## src/rtl/input_conditioner.sv

```systemverilog
// Synchronizes and debounces a raw asynchronous input into a clean level with rise/fall pulses.
// Optional INPUT_CONDITIONER_EDGE_COUNT_EN adds an 8-bit wrapping rise counter output.
module input_conditioner #(
    parameter int unsigned SYNC_STAGES     = 2,
    parameter int unsigned DEBOUNCE_CYCLES = 4,
    parameter int unsigned CNT_W           = 4
) (
    input  logic       clock,
    input  logic       nReset,
    input  logic       raw_in,
    output logic       a,
    output logic       rise_pulse,
    output logic       fall_pulse,
    output logic       busy
`ifdef INPUT_CONDITIONER_EDGE_COUNT_EN
    ,
    output logic [7:0] edge_count
`endif
);

    typedef enum logic [1:0] {
        LOW_IDLE,
        WAIT_HIGH,
        HIGH_IDLE,
        WAIT_LOW
    } state_t;

    localparam logic [CNT_W-1:0] LAST = CNT_W'(DEBOUNCE_CYCLES - 1);

    logic [SYNC_STAGES-1:0] sync_q;
    logic                   s;
    state_t                 state_q, state_d;
    logic [CNT_W-1:0]       cnt_q, cnt_d;
    logic                   a_d, rise_d, fall_d, busy_d;

    always_ff @(posedge clock or negedge nReset) begin
        if (!nReset) begin
            sync_q <= '0;
        end else begin
            sync_q <= {sync_q[SYNC_STAGES-2:0], raw_in};
        end
    end

    assign s = sync_q[SYNC_STAGES-1];

    always_ff @(posedge clock or negedge nReset) begin
        if (!nReset) begin
            state_q    <= LOW_IDLE;
            cnt_q      <= '0;
            a          <= 1'b0;
            rise_pulse <= 1'b0;
            fall_pulse <= 1'b0;
            busy       <= 1'b0;
        end else begin
            state_q    <= state_d;
            cnt_q      <= cnt_d;
            a          <= a_d;
            rise_pulse <= rise_d;
            fall_pulse <= fall_d;
            busy       <= busy_d;
        end
    end

    always_comb begin
        state_d = state_q;
        cnt_d   = cnt_q;
        a_d     = a;
        rise_d  = 1'b0;
        fall_d  = 1'b0;
        unique case (state_q)
            LOW_IDLE: begin
                if (s) begin
                    if (DEBOUNCE_CYCLES == 1) begin
                        state_d = HIGH_IDLE;
                        cnt_d   = '0;
                        a_d     = 1'b1;
                        rise_d  = 1'b1;
                    end else begin
                        state_d = WAIT_HIGH;
                        cnt_d   = CNT_W'(1);
                    end
                end
            end
            WAIT_HIGH: begin
                if (!s) begin
                    state_d = LOW_IDLE;
                    cnt_d   = '0;
                end else if (cnt_q == LAST) begin
                    state_d = HIGH_IDLE;
                    cnt_d   = '0;
                    a_d     = 1'b1;
                    rise_d  = 1'b1;
                end else begin
                    cnt_d = cnt_q + CNT_W'(1);
                end
            end
            HIGH_IDLE: begin
                if (!s) begin
                    if (DEBOUNCE_CYCLES == 1) begin
                        state_d = LOW_IDLE;
                        cnt_d   = '0;
                        a_d     = 1'b0;
                        fall_d  = 1'b1;
                    end else begin
                        state_d = WAIT_LOW;
                        cnt_d   = CNT_W'(1);
                    end
                end
            end
            WAIT_LOW: begin
                if (s) begin
                    state_d = HIGH_IDLE;
                    cnt_d   = '0;
                end else if (cnt_q == LAST) begin
                    state_d = LOW_IDLE;
                    cnt_d   = '0;
                    a_d     = 1'b0;
                    fall_d  = 1'b1;
                end else begin
                    cnt_d = cnt_q + CNT_W'(1);
                end
            end
            default: begin
                state_d = LOW_IDLE;
                cnt_d   = '0;
            end
        endcase
        // busy is registered from the next state so it tracks the qualifying states exactly
        busy_d = (state_d == WAIT_HIGH) || (state_d == WAIT_LOW);
    end

`ifdef INPUT_CONDITIONER_EDGE_COUNT_EN
    always_ff @(posedge clock or negedge nReset) begin
        if (!nReset) begin
            edge_count <= '0;
        end else if (rise_d) begin
            edge_count <= edge_count + 8'd1;
        end
    end
`endif

endmodule

```

## config.mk

```make
export PLATFORM = sky130hd
export DESIGN_NAME = input_conditioner
export DESIGN_NICKNAME = d
export VERILOG_FILES = /design/src/rtl/input_conditioner.sv
export SDC_FILE = /design/constraint.sdc
export NUM_CORES = 1
export LEC_CHECK = 0
export CORE_AREA = 2 2 39 41
export CTS_BUF_LIST = sky130_fd_sc_hd__clkbuf_4
export DETAILED_ROUTE_END_ITERATION = 7
export DIE_AREA = 0 0 41 43
export GPL_TIMING_DRIVEN = 0
export PLACE_DENSITY_LB_ADDON = 0.12
export SYNTH_ARGS = -nofsm -noshare
export SYNTH_HDL_FRONTEND = slang
export SYNTH_SLANG_ARGS = --single-unit
```

## constraint.sdc

```tcl
create_clock -name clock -period 1.05 [get_ports clock]
set_input_delay 0.21 -clock clock [delete_from_list [all_inputs] [get_ports clock]]
set_output_delay 0.21 -clock clock [all_outputs]
set_load 0.02 [all_outputs]
```

[After elaboration in Yosys (flattened, before gate mapping)]
Index checks and enable logic that the tools add are counted.
Operators by class
  add/subtract/negate cells: 1
  equal/unequal tests: 12
  multiplexer cells: 23
  reduce and logical (&&, ||, !) cells: 5
Operator list (number)
  $mux W4: 5
  $pmux W4 S4: 1
  $mux W2: 6
  $ne A2 B2 Y1 const B: 6
  $mux W1: 9
  $pmux W2 S4: 1
  $eq A2 B2 Y1 const B: 3
  $reduce_and A5 Y1: 1
  $add A4 B1 Y4 const B: 1
  $eq A2 B1 Y1 const B: 2
  $eq A4 B2 Y1 const B: 1
  $logic_not A2 Y1: 1
  $pmux W1 S2: 1
  $reduce_and A2 Y1: 1
  $reduce_bool A2 Y1: 1
  $logic_or A1 B1 Y1: 1
Word-level totals
  flip-flop bits (word level): 12
  input port bits: 3
  output and inout port bits: 4
  logic and storage cells: 48

[Depth between registers and ports, before layout]
Gate-level depths: netlist of run 1.
  depth after elaboration: 6
  gate-level depth with buffers: 4
  gate-level depth less buffers: 4

[Least setup slack after synthesis of run 1]
No wires, ideal clock.
  kind: reg-to-reg
  from: register cnt_q[0]
  to: register a
  library setup time: 0.138 ns
  arrival: 1.027 ns
  data required time: 0.912 ns
  slack: -0.115 ns
  stages on the path, launching flop included: 5
  path buffers: 0
  clock period less this slack: 1.165 ns
  path through: dfrtp_1 ha_1 and4bb_4 nand2_1 o221ai_1
Between the ends
  word-level cells in the longest chain between the ends: 3
Ends and longest elaborated chain
  start: declaration: line 33  | logic [CNT_W-1:0] cnt_q, cnt_d;
  start signal: assignment: line 56  | cnt_q <= cnt_d;
  $eq A4 B2 Y1 (*): line 88, 114
  $ne A2 B2 Y1 (no line)
  $reduce_and A5 Y1 (no line) (*)
  end signal: assignment: line 50  | a <= 1'b0;
  end signal: assignment: line 57  | a <= a_d;
  end: declaration: line 11  | output logic a,
Every way passes the cells marked *; elsewhere a longest branch is shown, timed or not.
A chain may end at the register's enable or synchronous reset.

[Worst setup path in the final report of run 1]
  from: register cnt_q[1]
  to: register fall_pulse
Between the ends
  word-level cells in the longest chain between the ends: 4
Ends and longest elaborated chain
  $eq A4 B2 Y1: line 114  | end else if (cnt_q == LAST) begin
  $mux W1: line 114
  $mux W1: line 111  | if (s) begin
  $mux W1: line 70  | unique case (state_q)
  via fall_d: line 34  | logic a_d, rise_d, fall_d, busy_d;
  end signal: assignment: line 59  | fall_pulse <= fall_d;
  end: declaration: line 13  | output logic fall_pulse,
The timed path passes the listed nets, and every way through them passes these cells.

==> impl_summary.md, run 1 <==
Floorplan
The total number of placement rows is 14. The number of top-level design ports is 7. The die outline area is approximately 1800 sq um. Once the floorplan was initialized, standard cells occupied 35.4% of the core. The core region is 1380 sq um. From left edge to right edge, the die measures 41 microns. The height of the die is roughly 43 microns.

Placement
Routability-driven placement finished with a final weighted congestion of slightly above 0.6. Summing all placed instances gives a cell area of 576 sq um. Buffers placed on the I/O ports in this run total 6. The placed instance count is between 60 and 70.

The pre-CTS worst setup slack is -0.171 ns.

Layout
The final net count is 65. The share of post-route cells with drive strength above 1 is around 53%. In the layout the commonest cells are sky130_fd_sc_hd__dfrtp_1 (10), sky130_fd_sc_hd__buf_4 (9).

The most common cell after layout, fill and taps aside is sky130_fd_sc_hd__dfrtp_1. The number of antenna diodes in the final layout is 0. The area growth from synthesis to layout is 48.0%.

Leaving out filler cells and counting taps, the final layout contains 75. The final cell utilization of the core is 52.4%. Once layout is done, the placed cells without fillers occupy approximately 730 sq um.

Setup path
The data arrival time of the critical path is ~1.3 ns. The worst setup path is of the reg -> reg kind. In this run the worst path has a maximum fanout of 7. The worst setup path is launched from a flop. The type of destination of the critical path is a flop. The worst endpoint required time is 1.23 ns.

Yosys
The dominant cell type by area after synthesis is sky130_fd_sc_hd__dfrtp_1. For this run, the number of Yosys warnings is 0. The sequential element share of the synthesized area is around three fifths. The average cell area after synthesis is between 10 and 15 sq um. Of the post-synthesis cell area, the dominant cell type holds about three fifths.

The cell area that synthesis handed to floorplanning was around 500 sq um. The post-synthesis net count is between 40 and 50. By area the synthesized netlist is led by sky130_fd_sc_hd__dfrtp_1 (61%), sky130_fd_sc_hd__nand2b_1 (3.8%), sky130_fd_sc_hd__nor2b_1 (3.8%).

The synthesized instance count is 39. The number of distinct library cell variants in the gate-level netlist after synthesis is 17. In this run, synthesis produced a sequential element count of 12.

Power and ir drop
Combinational logic burns between 40% and 50% of the power. The peak supply drop is just over 1 mV. After layout, the design draws a total of roughly 1.6 mW. The internal power of the cells totals roughly 1.1 mW. The clock share of power is about 17%. Summed over all cells, the static leakage comes to about 0.33 nW.

For this design the total switching power over the nets is 0.529 mW. The proportion of total power due to net switching is between 30 and 40%. The total power density per cell area is 2190 nW/um^2. Per report_power, the sequential group accounts for between 40% and 50% of the total.

Routing
For this run, the detailed router's first-pass iteration total came to 1. The via total after detailed routing is roughly 360. In the routed design, unresolved DRC markers number 0. The count of nets left with antenna violations after detail routing is 0. After detailed routing, the average wire length per cell comes to around 13 microns. For this block, the initial DRC count from the detailed router was 0.

After detailed routing, the number of vias per cell comes to approximately 4.8. After detailed routing, the total wire length is 998 microns.

CTS
The clock reaches the later pin of the worst-skew pair after between 0.2 and 0.3 ns. The clock-pin slew of the registers on the worst-case setup and hold paths is 0.07 ns. The maximum clock insertion buffer count is 2.

In this run the number of H-tree levels came out at 1. Hold repair after CTS inserted 0 buffers. The clock drives 12 sinks. The library cell used as clock root buffer is sky130_fd_sc_hd__clkbuf_4.

TritonCTS built the clock tree. The number of buffers inserted during clock tree synthesis is 3.

STA
The number of max-slew violations in the final report is 0. The transition time at the pin with the least slew margin is approximately 0.54 ns. Between clock sinks in the finished design, the worst skew comes to 0.00359 ns. Setup repair after global routing could not meet its margin everywhere. In the post-route analysis, the smallest setup slack over all paths is -0.0754 ns. The summed negative setup slack over all endpoints is -0.426 ns. The count of endpoints failing setup in the final report is 9. The number of failing hold endpoints at the final stage is 0. Derived from the worst setup path, the maximum achievable clock frequency is between 0.8 and 0.9 GHz.

The shortest period the worst path allows is 1.13 ns. Of the available clock period, the critical path in the final layout requires 107%. Across all hold checks on the routed design, the worst slack comes to approximately 0.30 ns. In this run the tightest slew margin relative to its limit is between 60% and 70%.

GRT
The wire length of the first global-routing pass is 1600 microns. The met1 layer usage reported by global route is between 15 and 20%. The fraction of met3 tracks used by global routing is around 3.1%. Entering global routing, the biggest net connects 13 pins. Global routing consumed, over all layers together, 14.1% of the routing resources. The initial antenna violation count is 0. After global routing the overflow that remains totals 0.

The met2 usage in global routing is between 20% and 30%. The peak-usage layer in the global routing report is met2. The via count of the first global-routing pass is 381.

Min path
The path class of the tightest hold or removal check is in -> async.

Outcome
The final reports fail on setup timing. The run finished, with violations left.

Job
The number of maximum-capacitance violations is 0.
-- area by class of cell --
cell class / count / area, sq um
clock buffer: 3 / 22.5
fill: 120 / 658
inverter: 2 / 7.51
multi-input combinational: 25 / 236
sequential: 12 / 303
tap: 16 / 20.0
timing repair buffer: 17 / 136
-- layer usage --
layer  wire (microns)  vias up
met5                0        -
met4                8        0
met3               27        2
met2              609        6
met1              353      175
li1                 -      176
-- kinds of logic (layout without fill, tap and decap cells) --
kind of cell / Yosys count / in the layout / synth area share [%]
adder cells (fa/ha/maj): 1 / 1 / 2.55
XOR/XNOR: 2 / 2 / 5.10
AND/OR/NAND/NOR: 14 / 14 / 17.6
multiplexers: 1 / 1 / 2.04
buffers and inverters: 2 / 22 / 1.53
AO/OA/AOI/OAI: 7 / 7 / 9.95
flip-flops: 12 / 12 / 61.2
-- power by group through the flow --
stage	registers, mW	logic [mW]	clock network (mW)
3_3_place_gp	0.667	0.355	0
6_report	0.664	0.661	0.267
4_1_cts	0.661	0.467	0.276
2_1_floorplan	0.688	0.225	0
3_5_place_dp	0.674	0.368	0
5_1_grt	0.679	0.721	0.304
-- sequential cells by signal, indices dropped and copies added, names as in the netlist --
name,cells
state_q,2
sync_q,2
a,1
cnt_q,4
busy,1
rise_pulse,1
fall_pulse,1
-- worst max-delay path, stage by stage, from the launching register on --
cell and delay, ns:
sky130_fd_sc_hd__dfrtp_1 0.36, sky130_fd_sc_hd__ha_2 0.18, sky130_fd_sc_hd__and4bb_4 0.32, sky130_fd_sc_hd__nor3b_4 0.19
-- synth_stat cells --
cell type                  instances
sky130_fd_sc_hd__dfrtp_1          12
sky130_fd_sc_hd__nand2b_1          3
sky130_fd_sc_hd__nor2b_1           3
sky130_fd_sc_hd__o21ai_0           3
sky130_fd_sc_hd__inv_1             2
sky130_fd_sc_hd__nand2_1           2
sky130_fd_sc_hd__nand3_1           2
sky130_fd_sc_hd__nor2_1            2
sky130_fd_sc_hd__o22ai_1           2
sky130_fd_sc_hd__a211oi_2          1
sky130_fd_sc_hd__and4bb_4          1
sky130_fd_sc_hd__ha_1              1
sky130_fd_sc_hd__mux2i_1           1
sky130_fd_sc_hd__nor3b_1           1
sky130_fd_sc_hd__o221ai_1          1
sky130_fd_sc_hd__xor2_1            1
sky130_fd_sc_hd__xor2_2            1
-- final timing paths --
path | from | end | slack (ns) | cells after the start
worst max-delay path | cnt_q[1] | fall_pulse | -0.08 | 3
worst min-delay path | nReset | cnt_q[2] | 0.30 | 1
worst max register to register | cnt_q[1] | fall_pulse | -0.08 | 3
worst min register to register | sync_q[0] | sync_q[1] | 0.36 | 0
max in group asynchronous | nReset | sync_q[1] | 0.37 | 1
min in group clock | sync_q[0] | sync_q[1] | 0.36 | 0
-- what timing repair did --
item,4_1_cts,5_1_grt
buffers inserted,7,4
pin swaps,4,4
gates resized for setup,20,12
setup endpoints to repair,14,11
Note: power is estimated with default switching activity, not from simulation.
==> run 2, diff against run 1 <==
--- a/config.mk
+++ b/config.mk
@@ -5,10 +5,10 @@
 export SDC_FILE = /design/constraint.sdc
 export NUM_CORES = 1
 export LEC_CHECK = 0
-export CORE_AREA = 2 2 39 41
+export CORE_AREA = 3 3 40 42
 export CTS_BUF_LIST = sky130_fd_sc_hd__clkbuf_4
 export DETAILED_ROUTE_END_ITERATION = 7
-export DIE_AREA = 0 0 41 43
+export DIE_AREA = 0 0 43 45
 export GPL_TIMING_DRIVEN = 0
 export PLACE_DENSITY_LB_ADDON = 0.12
 export SYNTH_ARGS = -nofsm -noshare
==> impl_summary.md, run 2 (synthesis results as in run 1) <==
Outcome
The run finished, with violations left. The checks that failed: setup timing.

CTS
The number of sinks on the clock net came to 12 (unchanged). The maximum clock insertion buffer count is 2 (unchanged). TritonCTS built the clock tree. The clock-pin slew of the registers on the worst-case setup and hold paths is 0.07 ns (about the same).

The root buffer cell chosen for the clock tree is sky130_fd_sc_hd__clkbuf_4. The number of buffers inserted during clock tree synthesis came to 3 (unchanged). The number of buffers added to fix hold violations after cts is 0 (unchanged).

The clock network latency to the later pin of the worst-skew pair was 0.26 ns (about the same). The number of H-tree levels was 1 (unchanged).

Power and ir drop
The proportion of total power due to net switching is 32.6% (-0.63 points). The cell-internal power is 0.957 mW (-9.9%). The combinational share of power is 34.7% (-6.8 points). The leakage power total is 0.298 nW (-11%).

The clock share of power was 19.4% (+2.6 points). The total power density per cell area is 2190 nW/um^2 (-0.26%). The peak supply drop came to 0.819 mV (-20%). The fraction of power consumed by sequential logic is 45.9% (+4.2 points). The net switching power figure was 0.463 mW (-12%).

GRT
The wire length of the first global-routing pass is 1430 microns (-11%). The via count of the first global-routing pass was 350 (-8.1%). The global route total overflow is 0 (unchanged). The fraction of met3 tracks used by global routing is 2.79% (-0.35 points). The initial antenna violation count came to 0 (unchanged). The met1 layer usage reported by global route is 10.6% (-5.5 points). The pin count of the biggest net entering global routing is 13 (unchanged).

The peak-usage layer in the global routing report is met2. The met2 usage in global routing is 18.3% (-4.5 points). The total routing resource utilization after global routing is 10.6% (-3.5 points).

Floorplan
The total number of placement rows was 13 (-1). The die outline area is 1940 sq um (+9.8%). The horizontal die dimension is 43 microns (+4.9%). The starting density of the core is 38.2% (+2.7 points). The height of the die was 45 microns (+4.7%). The number of top-level design ports was 7 (unchanged). The core region area is 1280 sq um (-7.1%).

Layout
The flip-flop count of the largest register after layout came to 4 (unchanged). The share of post-route cells with drive strength above 1 came to 38.2% (-14 points). The number of antenna repair diodes is 0 (unchanged). The final cell utilization of the core is 50.5% (-1.9 points).

The most common cell after layout, fill and taps aside is sky130_fd_sc_hd__dfrtp_1. The count of non-filler cells in the finished layout is 70 (-6.7%). The library cells used most frequently in the layout, excluding fill and tap cells, are sky130_fd_sc_hd__dfrtp_1 (11), sky130_fd_sc_hd__buf_4 (6). The register with the most flip-flops is cnt_q.

The largest registers in the layout are cnt_q: 4 flops, state_q: 2 flops, sync_q: 2 flops. The final net count is 60 (-7.7%). The post-synthesis to final-layout area growth is 32.4%. The final instance area is 649 sq um (-11%).

Setup path
The data arrival time of the critical path is 1.32 ns (about the same). The critical path is of the reg -> reg type. The type of element launching the critical path is a flop. The highest net fanout along the worst path is 7 (unchanged). STA classifies the critical path endpoint as a flop. The worst endpoint required time came to 1.23 ns (about the same).

Placement
The pre-CTS worst setup slack came to -0.190 ns (-0.0198 ns). The count of input and output buffers is 6 (unchanged). The instance area at placement is 574 sq um (-0.22%). The placer congestion estimate was 0.639 (+3.5%). The HPWL reported at the end of detailed placement is 604 microns.

The placed instance count is 60 (-1.6%).

STA
The number of failing hold endpoints at the final stage was 0 (unchanged). The summed negative setup slack over all endpoints came to -0.235 ns (+0.190 ns). The normalized max-slew margin is 65.4% (+1.2 points). Setup repair after global routing could not meet its margin everywhere. The shortest period the worst path allows came to 1.14 ns (+0.0131 ns). The count of endpoints failing setup in the final report came to 6 (-3).

The maximum clock frequency came to 0.878 GHz (-1.1%). The transition time at the pin with the least slew margin is 0.517 ns (-0.0186 ns). The largest clock skew in the final design is 0.00157 ns (-0.00203 ns). The ratio of final minimum period to clock period is 108% (+1.2 points). The final setup slack of the worst path is -0.0885 ns (-0.0131 ns). The number of max-slew violations in the final report is 0 (unchanged).

Min path
The worst min-delay path category is in -> async.

Routing
The total wirelength of the detailed-routed design is 809 microns (-19%). The detailed router's first-iteration violation count was 4 (+4). The iteration count of the initial detailed-routing pass is 4 (+3). The DRC violation count after routing came to 0 (unchanged). The via total after detailed routing is 340 (-5.3%). The number of vias per cell was 4.86 (+1.5%). The count of nets left with antenna violations after detail routing was 0 (unchanged). The average wire length per cell after detail routing is 11.6 microns (-13%).

Job
The number of maximum-capacitance violations came to 0 (unchanged).
[run 2: final timing paths]
kind,from,end,slack (ns),depth (start not counted)
max,cnt_q[0],a,-0.09,4
max reg2reg,cnt_q[0],a,-0.09,4
max in group asynchronous,nReset,sync_q[1],0.39,1
min reg2reg,sync_q[0],sync_q[1],0.36,0
min in group clock,sync_q[0],sync_q[1],0.36,0
min,nReset,rise_pulse,0.29,1
[run 2: what timing repair did]
item                       4_1_cts  5_1_grt
gates resized for setup         21        3
pin swaps                        3        1
setup endpoints to repair       14       11
setup buffers                    6        0
[run 2: final cells by class]
class                      count  area (sq um)
clock buffer                   3          22.5
timing repair buffer          12          91.3
sequential                    12           302
clock inverter                 1          3.75
tap                           15          18.8
multi-input combinational     25           204
inverter                       2          7.51
fill                         112           636
[run 2: power groups by stage]
stage / Sequential, mW / Combinational (mW) / Clock (mW)
after floorplan: 0.688 / 0.225 / 0
after global placement: 0.664 / 0.353 / 0
after CTS: 0.652 / 0.486 / 0.295
after detailed placement: 0.673 / 0.368 / 0
after global routing: 0.668 / 0.537 / 0.317
final: 0.652 / 0.493 / 0.276
[run 2: worst max-delay path, stage by stage, from the launching register on]
cell                       delay [ns]
sky130_fd_sc_hd__dfrtp_1         0.36
sky130_fd_sc_hd__ha_2            0.18
sky130_fd_sc_hd__and4bb_4        0.31
sky130_fd_sc_hd__nand2_4         0.07
sky130_fd_sc_hd__o221ai_2        0.13
[run 2: metrics by stage]
step	total power, mW	hold slack [ns]
5_1_grt	1.52	0.325
4_1_cts	1.43	0.291
6_report	1.42	0.285
3_3_place_gp	1.02	0.339
2_1_floorplan	0.913	-0.0856
3_5_place_dp	1.04	0.344
[run 2: per-layer routing]
layer	part of all wire, %	wire length (microns)	up-vias
met5	0	0	-
met4	0	0	0
met3	5.4	44	0
met2	53	426	10
met1	42	338	164
li1	-	-	166
